<file path="src/rtl/mips_rf_pkg.sv">
// Shared definitions for the register file access sequencer of the
// non-pipelined MIPS datapath: data/index widths, the sequencer state
// encoding and the hard-wired zero register index.
package mips_rf_pkg;

    localparam int DATA_W   = 16;
    localparam int ADDR_W   = 5;

    // Register 0 is the MIPS $zero register
    localparam int ZERO_REG = 0;

    typedef enum logic [2:0] {
        IDLE    = 3'd0,
        READ    = 3'd1,
        CAPTURE = 3'd2,
        EXEC    = 3'd3,
        RESULT  = 3'd4,
        WRITE   = 3'd5
    } rf_state_t;

endpackage

</file>
<file path="src/rtl/regfile_access_ctrl.sv">
// Initiator-side sequencer for the 32-entry register file.
// Accepts decoded operand/destination indices over a valid/ready handshake,
// issues a one-cycle read, captures the registered read data as ALU operands,
// collects the ALU result and issues a one-cycle write-back. Reads and writes
// never share a cycle, because a register file write blocks its read update.
// Optional build macro R0_PROTECT_EN: a write-back targeting register 0 is
// dropped and the instruction retires straight from RESULT.
module regfile_access_ctrl
    import mips_rf_pkg::*;
#(
    parameter int DATA_W = mips_rf_pkg::DATA_W,
    parameter int ADDR_W = mips_rf_pkg::ADDR_W
) (
    input  logic              clk,
    input  logic              rst_n,

    input  logic              req_valid,
    output logic              req_ready,
    input  logic [ADDR_W-1:0] req_rs,
    input  logic [ADDR_W-1:0] req_rt,
    input  logic [ADDR_W-1:0] req_rd,
    input  logic              req_wb,

    output logic [ADDR_W-1:0] rf_read_reg1,
    output logic [ADDR_W-1:0] rf_read_reg2,
    output logic [ADDR_W-1:0] rf_write_reg,
    output logic [DATA_W-1:0] rf_write_data,
    output logic              rf_reg_write,
    input  logic [DATA_W-1:0] rf_read_data1,
    input  logic [DATA_W-1:0] rf_read_data2,

    output logic              op_valid,
    input  logic              op_ready,
    output logic [DATA_W-1:0] op_a,
    output logic [DATA_W-1:0] op_b,

    input  logic              res_valid,
    output logic              res_ready,
    input  logic [DATA_W-1:0] res_data,

    output logic              done
);

    rf_state_t         state;
    rf_state_t         state_next;

    logic [ADDR_W-1:0] rd_q;
    logic              wb_q;
    logic              skip_write;

    // An instruction retires from RESULT without a WRITE cycle when it has
    // nothing to write back (and, with register 0 protection, when it targets
    // register 0).
`ifdef R0_PROTECT_EN
    assign skip_write = !wb_q || (rd_q == ADDR_W'(ZERO_REG));
`else
    assign skip_write = !wb_q;
`endif

    // State register; reset drops any in-flight instruction immediately.
    always_ff @(posedge clk or negedge rst_n) begin
        if (!rst_n) begin
            state <= IDLE;
        end else begin
            state <= state_next;
        end
    end

    // Next-state logic and state-decoded handshake / register file strobes.
    // done in RESULT also depends on res_valid so a no-write instruction
    // retires in the same cycle its result is accepted.
    always_comb begin
        state_next   = state;
        req_ready    = 1'b0;
        op_valid     = 1'b0;
        res_ready    = 1'b0;
        rf_reg_write = 1'b0;
        done         = 1'b0;

        case (state)
            IDLE: begin
                req_ready = 1'b1;
                if (req_valid) begin
                    state_next = READ;
                end
            end
            READ: begin
                state_next = CAPTURE;
            end
            CAPTURE: begin
                state_next = EXEC;
            end
            EXEC: begin
                op_valid = 1'b1;
                if (op_ready) begin
                    state_next = RESULT;
                end
            end
            RESULT: begin
                res_ready = 1'b1;
                if (res_valid) begin
                    if (skip_write) begin
                        done       = 1'b1;
                        state_next = IDLE;
                    end else begin
                        state_next = WRITE;
                    end
                end
            end
            WRITE: begin
                rf_reg_write = 1'b1;
                done         = 1'b1;
                state_next   = IDLE;
            end
            default: begin
                state_next = IDLE;
            end
        endcase
    end

    // Request latch: the read indices go straight onto the read port so they
    // are valid for the whole READ cycle and hold afterwards.
    always_ff @(posedge clk or negedge rst_n) begin
        if (!rst_n) begin
            rf_read_reg1 <= '0;
            rf_read_reg2 <= '0;
            rd_q         <= '0;
            wb_q         <= 1'b0;
        end else if (state == IDLE && req_valid) begin
            rf_read_reg1 <= req_rs;
            rf_read_reg2 <= req_rt;
            rd_q         <= req_rd;
            wb_q         <= req_wb;
        end
    end

    // Operand capture: the register file has registered read data, so the
    // values requested in READ are sampled at the end of CAPTURE.
    always_ff @(posedge clk or negedge rst_n) begin
        if (!rst_n) begin
            op_a <= '0;
            op_b <= '0;
        end else if (state == CAPTURE) begin
            op_a <= rf_read_data1;
            op_b <= rf_read_data2;
        end
    end

    // Result latch; the write port registers double as the result register and
    // are only loaded for instructions that really write, so they keep their
    // last written values at all other times.
    always_ff @(posedge clk or negedge rst_n) begin
        if (!rst_n) begin
            rf_write_reg  <= '0;
            rf_write_data <= '0;
        end else if (state == RESULT && res_valid && !skip_write) begin
            rf_write_reg  <= rd_q;
            rf_write_data <= res_data;
        end
    end

endmodule

</file>
<file path="config.mk">
export PLATFORM = sky130hd
export DESIGN_NAME = regfile_access_ctrl
export DESIGN_NICKNAME = d
export VERILOG_FILES = /design/src/rtl/mips_rf_pkg.sv /design/src/rtl/regfile_access_ctrl.sv
export SDC_FILE = /design/constraint.sdc
export NUM_CORES = 1
export LEC_CHECK = 0
export ABC_AREA = 1
export CORE_MARGIN = 2
export CORE_UTILIZATION = 50
export CTS_CLUSTER_DIAMETER = 40
export CTS_CLUSTER_SIZE = 14
export DETAILED_ROUTE_END_ITERATION = 10
export DONT_BUFFER_PORTS = 1
export HOLD_SLACK_MARGIN = 0.05
export PLACE_DENSITY_LB_ADDON = 0.3
export SYNTH_ARGS = -nofsm -noshare
export SYNTH_HDL_FRONTEND = slang
export SYNTH_SLANG_ARGS = --single-unit
export TNS_END_PERCENT = 20
</file>
<file path="constraint.sdc">
create_clock -name clk -period 1.3 [get_ports clk]
set_input_delay 0.195 -clock clk [delete_from_list [all_inputs] [get_ports clk]]
set_output_delay 0.195 -clock clk [all_outputs]
set_load 0.01 [all_outputs]
</file>
==> metrics.md, run 1 <==
| Metric | Value |
|---|---|
| Run status | finished, violations left |
| Failing checks | hold timing, setup timing |
| Total Routed Length | 7.20 mm |
| Clk Latency, worst-skew pair | 330 ps |
| Share of total power in the clock network | 20.8% |
| Leakage | roughly 2.1 nW |
| Area of the multi-input gates | about 930 um2 |
| Synth unique cells | 20 |
| Mean area per synthesized cell | approximately 9 um2 |
| Post-synth design cell area | between 0.002 and 0.003 mm2 |
| Largest net degree at the start of global routing | 73 |
| Crit Path Category | register to output pin |
| Register bit count reported by yosys | between 70 and 80 |
| Sum of overflow across all layers after global routing | 0 |
| Hold Fails Final Rpt | 72 |
| Max-capacitance violation count | 0 |
| Crit path required time | between 1000 and 1500 ps |
| Horizontal extent of the die | 80.8 um |
| TritonCTS clock tree | yes |
| Final critical-path required period | 1450 ps |
| Std-Cell Core Area | 0.00561 mm2 |
| Number of vias per cell after detailed routing | roughly 5 |
| Ratio of cells with drive above 1 in the final layout | roughly 12% |
| CTS H-tree depth | 3 |
| Register area share after synthesis | 61.0% |
| Maximum number of buffers from clock root to sink | 2 |
| Global-route wire length before repair | 11.5 mm |
| Crit. End Element | output pin |
| Combinational group share of total power | 28.2% |
| Setup repair after global routing missed its margin | true |
| Internal Pwr Total | roughly 5.4 mW |
| Initial Util | 52.6% |
| CTS Hold Buffers Added | 65 |
| Length in cells of the worst reg-to-reg path | 6 |
| Die extent in y | approximately 81 um |
| Critical path launch point type | register |
| Switching share of power | between 30% and 40% |
| Total number of vias | between 2000 and 2500 |
| GRT Util Overall | between 20% and 30% |
| Number of global-route vias before repair | ~2500 |
| Part of the power in registers | between 50% and 60% |
| Final cell count without fillers | ~490 |
| Area growth, synth to finish | 36.2% |
| Proportion of netlist area held by the largest area contributor | 61.0% |
| Hold slack | -449 ps |
| Net count of the finished layout | about 480 |
| Number of iterations in the first detailed-routing pass | 4 |
| Warnings, synthesis | 0 |
| Port buffer count | 0 |
| First-iteration detailed-routing DRC count | roughly 130 |
| Antenna violations before repair | 0 |
| Count of placed standard cells including taps | about 400 |
| Floorplan die area | around 0.0065 mm2 |
| Top-level port count | between 100 and 150 |
| Area used by sequential logic in the layout | 0.00180 mm2 |
| Post-Synthesis Net Count | approximately 400 |
| Clock slew seen by the registers of the worst setup and hold paths | roughly 80 ps |
| Final max-slew violation count | 0 |
| Largest vdd supply drop | between 1 and 1.5 mV |
| Post-detailed-route wirelength per cell | approximately 15 um |
| Power Density | approximately 2200 mW/mm2 |
| Max FO, Critical Path | 2 |
| Final estimated routing congestion in global placement | between 0.8 and 0.9 |
| Crit share post-route | 111% |
| Class of the worst hold path | primary input to asynchronous set/reset pin |
| Final worst clock skew | between 10 and 15 ps |
| Row Count | 27 |
| Root cell of the clock tree | sky130_fd_sc_hd__clkbuf_8 |
| DP HPWL | around 4.1 mm |
| Largest registers | op_a x16, op_b x16, rf_write_data x16 |
| Final antenna-violating net count | 0 |
| Most area-consuming cells after synthesis | sky130_fd_sc_hd__dfrtp_1 61%, sky130_fd_sc_hd__nand2_1 15%, sky130_fd_sc_hd__o21ai_0 7.6% |
| TritonCTS sink count | 72 |
| Switching power | 3.40 mW |
| Arr. time, crit path | ~1300 ps |
| Diode insertion count for antenna repair | 0 |
| Least-Margin Pin Slew | approximately 580 ps |
| TritonCTS buffer count | 9 |
| Final number of setup-violating endpoints | 19 |
| Final WS setup | -148 ps |
| Headroom to the max-slew limit | between 60% and 70% |
| Fillcell total | between 400 and 500 |
| Number of standard cells after synthesis | 332 |
| Leading area contributor after synthesis | sky130_fd_sc_hd__dfrtp_1 |
| Residual DRC count | 0 |
| Maximum frequency from static timing analysis | around 700 MHz |
## worst max-delay path, cell delays in order (launching register included)
cell	delay, ps
sky130_fd_sc_hd__dfrtp_1	390
sky130_fd_sc_hd__inv_2	90
sky130_fd_sc_hd__nand2_4	70
sky130_fd_sc_hd__nor2_4	90
sky130_fd_sc_hd__nand2_2	50
sky130_fd_sc_hd__o22ai_2	90
sky130_fd_sc_hd__buf_4	140
## power by group through the flow
| stage | clock network, mW | logic, mW | registers (mW) |
|---|---|---|---|
| 4_1_cts | 1.89 | 2.36 | 4.46 |
| 3_5_place_dp | 0 | 1.99 | 4.50 |
| 5_1_grt | 2.01 | 2.83 | 4.60 |
| 3_3_place_gp | 0 | 1.87 | 4.48 |
| 2_1_floorplan | 0 | 1.62 | 4.30 |
| 6_report | 1.83 | 2.48 | 4.47 |
## cells in the final DEF, fill, tap and decap left out, types with 2 or more instances in the layout
cell type / n
sky130_fd_sc_hd__nand2_1: 113
sky130_fd_sc_hd__dfrtp_1: 72
sky130_fd_sc_hd__dlygate4sd3_1: 65
sky130_fd_sc_hd__inv_1: 40
sky130_fd_sc_hd__o21ai_0: 33
sky130_fd_sc_hd__o21ai_1: 18
sky130_fd_sc_hd__nand3_1: 18
sky130_fd_sc_hd__clkbuf_8: 12
sky130_fd_sc_hd__buf_4: 12
sky130_fd_sc_hd__nor2_4: 5
sky130_fd_sc_hd__buf_6: 5
sky130_fd_sc_hd__inv_2: 3
sky130_fd_sc_hd__nand2_2: 3
sky130_fd_sc_hd__nand3_2: 2
sky130_fd_sc_hd__o21ai_2: 2
sky130_fd_sc_hd__o21bai_1: 2
## synth_stat cells
| master | count |
|---|---|
| sky130_fd_sc_hd__clkbuf_1 | 5 |
| sky130_fd_sc_hd__o21ai_0 | 45 |
| sky130_fd_sc_hd__dfrtp_1 | 72 |
| sky130_fd_sc_hd__o21ai_1 | 8 |
| sky130_fd_sc_hd__nor2_1 | 4 |
| sky130_fd_sc_hd__clkbuf_2 | 1 |
| sky130_fd_sc_hd__buf_6 | 3 |
| sky130_fd_sc_hd__nand3_1 | 18 |
| sky130_fd_sc_hd__nand2_2 | 1 |
| sky130_fd_sc_hd__nor2_2 | 1 |
| sky130_fd_sc_hd__nand3_2 | 2 |
| sky130_fd_sc_hd__inv_2 | 3 |
| sky130_fd_sc_hd__inv_1 | 40 |
| sky130_fd_sc_hd__nor2_4 | 1 |
| sky130_fd_sc_hd__o211ai_1 | 1 |
| sky130_fd_sc_hd__o22ai_1 | 1 |
| sky130_fd_sc_hd__buf_2 | 3 |
| sky130_fd_sc_hd__buf_4 | 5 |
| sky130_fd_sc_hd__o21bai_1 | 2 |
| sky130_fd_sc_hd__nand2_1 | 116 |
## stage by stage
stage | setup TNS, ps | utilization [%] | worst slack, ps | instance area [um2] | total power [mW]
after global placement | 0 | 54.4 | 63.8 | 3050 | 6.35
after global routing | -3820 | 71.7 | -224 | 4020 | 9.44
after detailed placement | -3.10 | 54.4 | -3.10 | 3050 | 6.49
after CTS | -471 | 71.0 | -188 | 3980 | 8.71
final | -644 | 71.7 | -148 | 4020 | 8.78
after floorplan | 0 | - | 57.2 | 2950 | 5.92
## worst paths after layout
check / start / end / slack (ps)
max: state[1]$_DFFE_PN0P_ / done / -150
min: rst_n / op_b[7]$_DFFE_PN0P_ / -450
max reg2reg: state[0]$_DFFE_PN0P_ / rf_write_data[2]$_DFFE_PN0P_ / -50
min reg2reg: rd_q[0]$_DFFE_PN0P_ / rf_write_reg[0]$_DFFE_PN0P_ / 480
max in group asynchronous: rst_n / rf_read_reg2[4]$_DFFE_PN0P_ / 1600
min in group clk: op_ready / state[1]$_DFFE_PN0P_ / 160
## what timing repair did
item	4_1_cts	5_1_grt
setup endpoints to repair	11	32
gates resized for setup	12	19
pin swaps	2	2
endpoints found under the hold margin	136	72
buffers inserted	3	1
## cell families after synthesis
group,share of synthesized area [%]
compound gates,9.96
buf+inv,9.20
flops,61.0
simple gates,19.8
## cell type report
class	count	share of cell area (%)
flip-flops and latches	72	44.8
clock buffers	12	4.11
well taps	72	2.24
clock inverters	4	1.28
multi-input cells	200	23.2
repair buffers	83	20.3
inverters	43	4.02
## per-layer routing
metal	up-vias	wire, um	GRT usage, %
met5	-	0	0
met4	0	63	7.63
met3	8	636	7.33
met2	110	3700	41.2
met1	1130	2800	25.6
li1	1187	-	-
(Power assumes the default switching activity.)
==> run 2, diff against run 1 <==
- clock period: 1.3 -> 1.6 ns (I/O delays scaled with it)
==> metrics.md, run 2 (synthesis gave the netlist of run 1 again) <==
| Metric | Value |
|---|---|
| Leakage | about 2 nW |
| Critical path buffer and inverter count | 1 |
| Number of iterations in the first detailed-routing pass | 4 |
| Hold slack | -402 ps |
| TritonCTS clock tree | yes |
| Leading cell type in the layout, fill and taps excluded | sky130_fd_sc_hd__nand2_1 |
| Max FO, Critical Path | 4 |
| Number of global-route vias before repair | ~2400 |
| GRT Util Overall | ~22% |
| Largest registers | op_a x16, op_b x16, rf_write_data x16 |
| Setup repair after global routing missed its margin | true |
| Final max-slew violation count | 0 |
| Area growth, synth to finish | 27.2% |
| Failing checks | hold timing |
| Run status | finished, violations left |
| Top-level port count | 137 |
| Most frequent cells in the layout | 116 x sky130_fd_sc_hd__nand2_1, 71 x sky130_fd_sc_hd__dfrtp_1, 54 x sky130_fd_sc_hd__dlygate4sd3_1 |
| Ratio of cells with drive above 1 in the final layout | 8.86% |
| Net count of the finished layout | around 460 |
| Crit Path Category | register to output pin |
| Max-capacitance violation count | 0 |
| Antenna violations before repair | 0 |
| Number of vias per cell after detailed routing | between 4 and 5 |
| Die extent in y | 80.8 um |
| Cell family contributing the most delay on the critical path | flip-flops |
| Row Count | 27 |
| Total Routed Length | 6.75 mm |
| Floorplan die area | around 0.0065 mm2 |
| Arr. time, crit path | approximately 1300 ps |
| Post-Place Cell Area | around 0.0030 mm2 |
| Final number of setup-violating endpoints | 0 |
| Largest vdd supply drop | approximately 1.1 mV |
| Maximum number of buffers from clock root to sink | 2 |
| TritonCTS buffer count | 9 |
| Total number of vias | roughly 2300 |
| Global-route wire length before repair | about 11 mm |
| Horizontal extent of the die | 80.8 um |
| TritonCTS sink count | 72 |
| CTS H-tree depth | 3 |
| Final worst clock skew | ~8.0 ps |
| Class of the worst hold path | primary input to asynchronous set/reset pin |
| Pre-CTS WS | approximately 240 ps |
| Design Power | roughly 6.7 mW |
| Final estimated routing congestion in global placement | roughly 0.77 |
| Final antenna-violating net count | 0 |
| Crit. End Element | output pin |
| Clock slew seen by the registers of the worst setup and hold paths | around 70 ps |
| Least-Margin Pin Slew | 520 ps |
| Initial Util | between 50% and 60% |
| Clk Latency, worst-skew pair | 330 ps |
| DP HPWL | ~4 mm |
| Maximum frequency from static timing analysis | about 660 MHz |
| Hold Fails Final Rpt | 72 |
| Final WS setup | between 70 and 80 ps |
| Crit share post-route | roughly 95% |
| Worst-path cell with the longest stage delay | sky130_fd_sc_hd__dfrtp_1 |
| Post-detailed-route wirelength per cell | 14.4 um |
| Sequence of cells on the critical path | inv_2 -> nand2_1 -> nor2_2 -> nand2_1 -> o22ai_2 |
| Port buffer count | 0 |
| Crit path required time | ~1400 ps |
| Headroom to the max-slew limit | roughly 65% |
| Std-Cell Core Area | 0.00561 mm2 |
| Cell seen most often among critical-path stages | sky130_fd_sc_hd__nand2_1 |
| Root cell of the clock tree | sky130_fd_sc_hd__clkbuf_8 |
| Finished Cell Area | ~0.0038 mm2 |
| Critical path launch point type | register |
| Final critical-path required period | ~1500 ps |
| Largest net degree at the start of global routing | 73 |
| Diode insertion count for antenna repair | 0 |
| Total negative setup slack | 0 ps |
| Residual DRC count | 0 |
| Power Density | between 1500 and 2000 mW/mm2 |
| Sum of overflow across all layers after global routing | 0 |
| First-iteration detailed-routing DRC count | 121 |
| Max stage delay on crit path | 430 ps |
run 2: cell count changes in the layout (fill, tap and decap cells not counted), moves of 3 or more:
cell,previous run,this run
sky130_fd_sc_hd__nand2_1,113,116
sky130_fd_sc_hd__dlygate4sd3_1,65,54
sky130_fd_sc_hd__nor2_4,5,1
sky130_fd_sc_hd__o21ai_1,18,8
sky130_fd_sc_hd__o21ai_0,33,45
sky130_fd_sc_hd__buf_4,12,9
sky130_fd_sc_hd__buf_6,5,0
run 2: final timing paths:
| check | startpoint | to | slack [ps] | cells after the start |
|---|---|---|---|---|
| worst max-delay path | state[1]$_DFFE_PN0P_ | done | 80 | 5 |
| worst min-delay path | rst_n | op_b[2]$_DFFE_PN0P_ | -400 | 0 |
| worst max register to register | state[1]$_DFFE_PN0P_ | rd_q[0]$_DFFE_PN0P_ | 170 | 7 |
| worst min register to register | rd_q[4]$_DFFE_PN0P_ | rd_q[4]$_DFFE_PN0P_ | 480 | 2 |
| max in group asynchronous | rst_n | rf_write_data[2]$_DFFE_PN0P_ | 1900 | 0 |
| min in group clk | rf_read_data2[14] | op_b[14]$_DFFE_PN0P_ | 60 | 2 |
run 2: power breakdown:
group	total [mW]	leakage (nW)	internal [mW]	switching, mW
combinational	1.68	0.977	0.679	0.999
clock	1.32	0.0927	0.690	0.628
sequential	3.67	0.901	2.68	0.981
total	6.66	1.97	4.05	2.61
run 2: stage by stage:
stage	hold WS, ps	util, %	std cells
floorplan	-55.6	-	332
global placement	-54.3	53.7	396
detailed placement	-54.2	53.7	396
CTS	-422	66.2	463
global route	-439	67.0	467
finish	-402	67.0	467
run 2: metal layers:
layer / global-route usage, % / share of wire (%)
met2: 37.4 / 48
met5: 0 / 0
met1: 24.0 / 41
met4: 7.12 / 0.36
met3: 8.78 / 9.9
run 2: cell type report:
type / count / area, um2
fillers: 435 / 1850
flip-flops and latches: 72 / 1800
multi-input cells: 200 / 887
repair buffers: 64 / 628
clock buffers: 14 / 173
inverters: 43 / 161
well taps: 72 / 90.1
clock inverters: 2 / 12.5
run 2: timing repair:
item | in CTS | in global routing
gates cloned | 0 | 0
pin swaps | 0 | 1
hold buffers | 51 | 3
buffers inserted | 0 | 1
resized for setup | 2 | 1
setup endpoints to repair | 2 | 2
hold endpoints to repair | 122 | 75
==> run 3, diff against run 2 <==
- ABC_AREA: 1 -> 0
==> metrics.md, run 3 <==
| Metric | Value |
|---|---|
| Final estimated routing congestion in global placement | around 0.63 |
| Sum of overflow across all layers after global routing | 0 |
| Met1 Wirelength | ~2.2 mm |
| Final worst clock skew | 6.23 ps |
| Maximum frequency from static timing analysis | between 600 and 700 MHz |
| Clock slew seen by the registers of the worst setup and hold paths | approximately 70 ps |
| Net count of the finished layout | between 300 and 400 |
| Max-capacitance violation count | 0 |
| Portion of netlist area occupied by mux cells | 29.6% |
| Largest vdd supply drop | roughly 0.92 mV |
| Run status | finished, violations left |
| Post-synth EDFFs | 0 |
| Leakage | ~1.7 nW |
| Final design utilization | between 70 and 80% |
| Diode insertion count for antenna repair | 0 |
| Final number of setup-violating endpoints | 0 |
| Port buffer count | 0 |
| Antenna violations before repair | 0 |
| Number of iterations in the first detailed-routing pass | 3 |
| Final antenna-violating net count | 0 |
| Root cell of the clock tree | sky130_fd_sc_hd__clkbuf_8 |
| Hold slack | -400 ps |
| Most area-consuming cells after synthesis | sky130_fd_sc_hd__dfrtp_1 63%, sky130_fd_sc_hd__mux2_1 16%, sky130_fd_sc_hd__mux2_4 10% |
| Simple-gate share of the synthesized area | roughly 3.5% |
| First-iteration detailed-routing DRC count | 31 |
| Total Routed Length | about 6.5 mm |
| Cell seen most often among critical-path stages | sky130_fd_sc_hd__buf_4 |
| Number of global-route vias before repair | around 1900 |
| Synth unique cells | 24 |
| Most frequent cells in the layout | 70 x sky130_fd_sc_hd__dfrtp_1, 63 x sky130_fd_sc_hd__dlygate4sd3_1, 39 x sky130_fd_sc_hd__mux2_1 |
| Post-synth design cell area | between 0.002 and 0.003 mm2 |
| Routed wl met3 | ~600 um |
| Ratio of cells with drive above 1 in the final layout | about 26% |
| Crit path required time | between 1500 and 2000 ps |
| CTS H-tree depth | 3 |
| Sequence of cells on the critical path | buf_4 -> nor3b_4 -> buf_4 -> buf_12 -> mux2_1 |
| Number of standard cells after synthesis | 171 |
| Arr. time, crit path | about 1800 ps |
| Met2 wire length | roughly 3.6 mm |
| Residual DRC count | 0 |
| Cell family contributing the most delay on the critical path | buffers and inverters |
| TritonCTS sink count | 72 |
| Leading area contributor after synthesis | sky130_fd_sc_hd__dfrtp_1 |
| Max FO, Critical Path | 16 |
| GRT Util Overall | approximately a fifth |
| Largest net degree at the start of global routing | between 70 and 80 |
| Register bit count reported by yosys | 72 |
| Length in cells of the worst reg-to-reg path | 5 |
| Post-synthesis compound-gate area fraction | less than 1% |
| Floorplan die area | around 0.0063 mm2 |
| Mean area per synthesized cell | ~17 um2 |
| Warnings, synthesis | 0 |
| Share of synthesized flip-flops with an asynchronous set or reset | between 90% and 100% |
| Max stage delay on crit path | 450 ps |
| Critical Path Source | state[0]$_DFFE_PN0P_ |
| Register area share after synthesis | between 60 and 70% |
| Die extent in y | between 70 and 80 um |
| Number of gates on the worst path with buffers counted | 5 |
| Setup repair after global routing missed its margin | true |
| Crit Path Category | register to register |
| Top-level port count | between 100 and 150 |
| Largest registers | op_a x16, op_b x16, rf_write_data x16 |
| Worst-path cell with the longest stage delay | sky130_fd_sc_hd__dfrtp_2 |
| Final critical-path required period | ~1600 ps |
| Area growth, synth to finish | 34.6% |
| Origin of the critical flop-to-flop path | state[0]$_DFFE_PN0P_ |
| Class of the worst hold path | primary input to asynchronous set/reset pin |
| DP HPWL | 3.88 mm |
| Proportion of netlist area held by the largest area contributor | a little over three fifths |
| Top layer reached by signal wires | met4 |
| Crit share post-route | a little over nine tenths |
| Headroom to the max-slew limit | between 80% and 90% |
| Most numerous cell in the Yosys netlist | sky130_fd_sc_hd__dfrtp_1 |
| TritonCTS buffer count | 9 |
| Row Count | 27 |
| Leading cell type in the layout, fill and taps excluded | sky130_fd_sc_hd__dfrtp_1 |
| Dominant combinational cell family by area after synthesis | multiplexers |
| Clk Latency, worst-skew pair | roughly 330 ps |
| Final max-slew violation count | 0 |
| Synthesized-area fraction occupied by xor and xnor cells | 0% |
| Horizontal extent of the die | around 80 um |
| Critical path launch point type | register |
| Hold Fails Final Rpt | between 70 and 80 |
| Least-Margin Pin Slew | 290 ps |
| Global-route wire length before repair | around 9.5 mm |
| Critical path buffer and inverter count | 3 |
| Total number of vias | roughly 1700 |
| Power Density | 1820 mW/mm2 |
| Initial Util | between 50% and 60% |
| Post-detailed-route wirelength per cell | about 20 um |
| Failing checks | hold timing |
| Std-Cell Core Area | ~0.0055 mm2 |
| Post-Synthesis Net Count | 240 |
| Number of vias per cell after detailed routing | 5.23 |
| Maximum number of buffers from clock root to sink | 2 |
| Dominant register cell in the synthesized netlist | sky130_fd_sc_hd__dfrtp_1 |
| Crit. End Element | register |
| Commonest cells post-synth | 72 x sky130_fd_sc_hd__dfrtp_1, 40 x sky130_fd_sc_hd__mux2_1, 19 x sky130_fd_sc_hd__mux2_4 |
| TritonCTS clock tree | yes |
| Post-synthesis share of cell area spent on full adders, half adders and majority gates | 0% |
[run 3: final cells by class]
| class | instances | area [um2] |
|---|---|---|
| clock buffer | 12 | 155 |
| multi-input combinational | 87 | 996 |
| clock inverter | 1 | 5.00 |
| fill | 361 | 1650 |
| timing repair buffer | 75 | 797 |
| tap | 72 | 90.1 |
| sequential | 72 | 1800 |
| inverter | 2 | 7.51 |
[run 3: layer usage]
layer	global-route usage (%)	up-vias
met3	8.14	15
met5	0	-
met4	9.66	0
li1	-	743
met2	37.9	90
met1	19.7	832
[run 3: cell families after synthesis]
kind of cell	count (synthesis)
flops	72
mux	69
compound gates	3
simple gates	15
buf+inv	12
[run 3: final timing paths]
kind,endpoint,slack [ps]
max,op_a[9]$_DFFE_PN0P_,40
min reg2reg,rf_write_reg[4]$_DFFE_PN0P_,510
min,rf_read_reg1[0]$_DFFE_PN0P_,-400
max reg2reg,op_a[9]$_DFFE_PN0P_,40
min in group clk,op_a[4]$_DFFE_PN0P_,70
max in group asynchronous,op_a[4]$_DFFE_PN0P_,1900
[run 3: timing repair]
action,4_1_cts,5_1_grt
setup endpoints to repair,3,44
pin swaps,0,1
setup buffers,0,2
endpoints found under the hold margin,134,73
hold buffers,62,1
resized for setup,2,3
cloned,0,3
[run 3: worst reg2reg max path: cells and delay by family, from the launching register on]
kind	cells	cell delay (ps)
AND/OR/NAND/NOR	1	170
multiplexers	1	360
buffers and inverters	3	450
flip-flops	1	450
[run 3: report_power, final]
part / internal (mW) / total [mW] / switching, mW
logic: 1.32 / 2.09 / 0.771
registers: 2.73 / 3.75 / 1.03
clock network: 0.620 / 1.19 / 0.573
[run 3: through the flow]
| stage | cell area [um2] | setup TNS (ps) | setup slack (ps) | instances | total power [mW] |
|---|---|---|---|---|---|
| after floorplan | 2880 | 0 | 7.15 | 171 | 4.99 |
| after global placement | 2970 | 0 | 76.7 | 240 | 5.35 |
| after detailed placement | 2970 | 0 | 5.09 | 240 | 5.52 |
| after CTS | 3760 | 0 | 10.7 | 315 | 6.87 |
| after global routing | 3850 | -54.2 | -8.71 | 321 | 7.42 |
| final | 3850 | 0 | 42.2 | 321 | 7.03 |
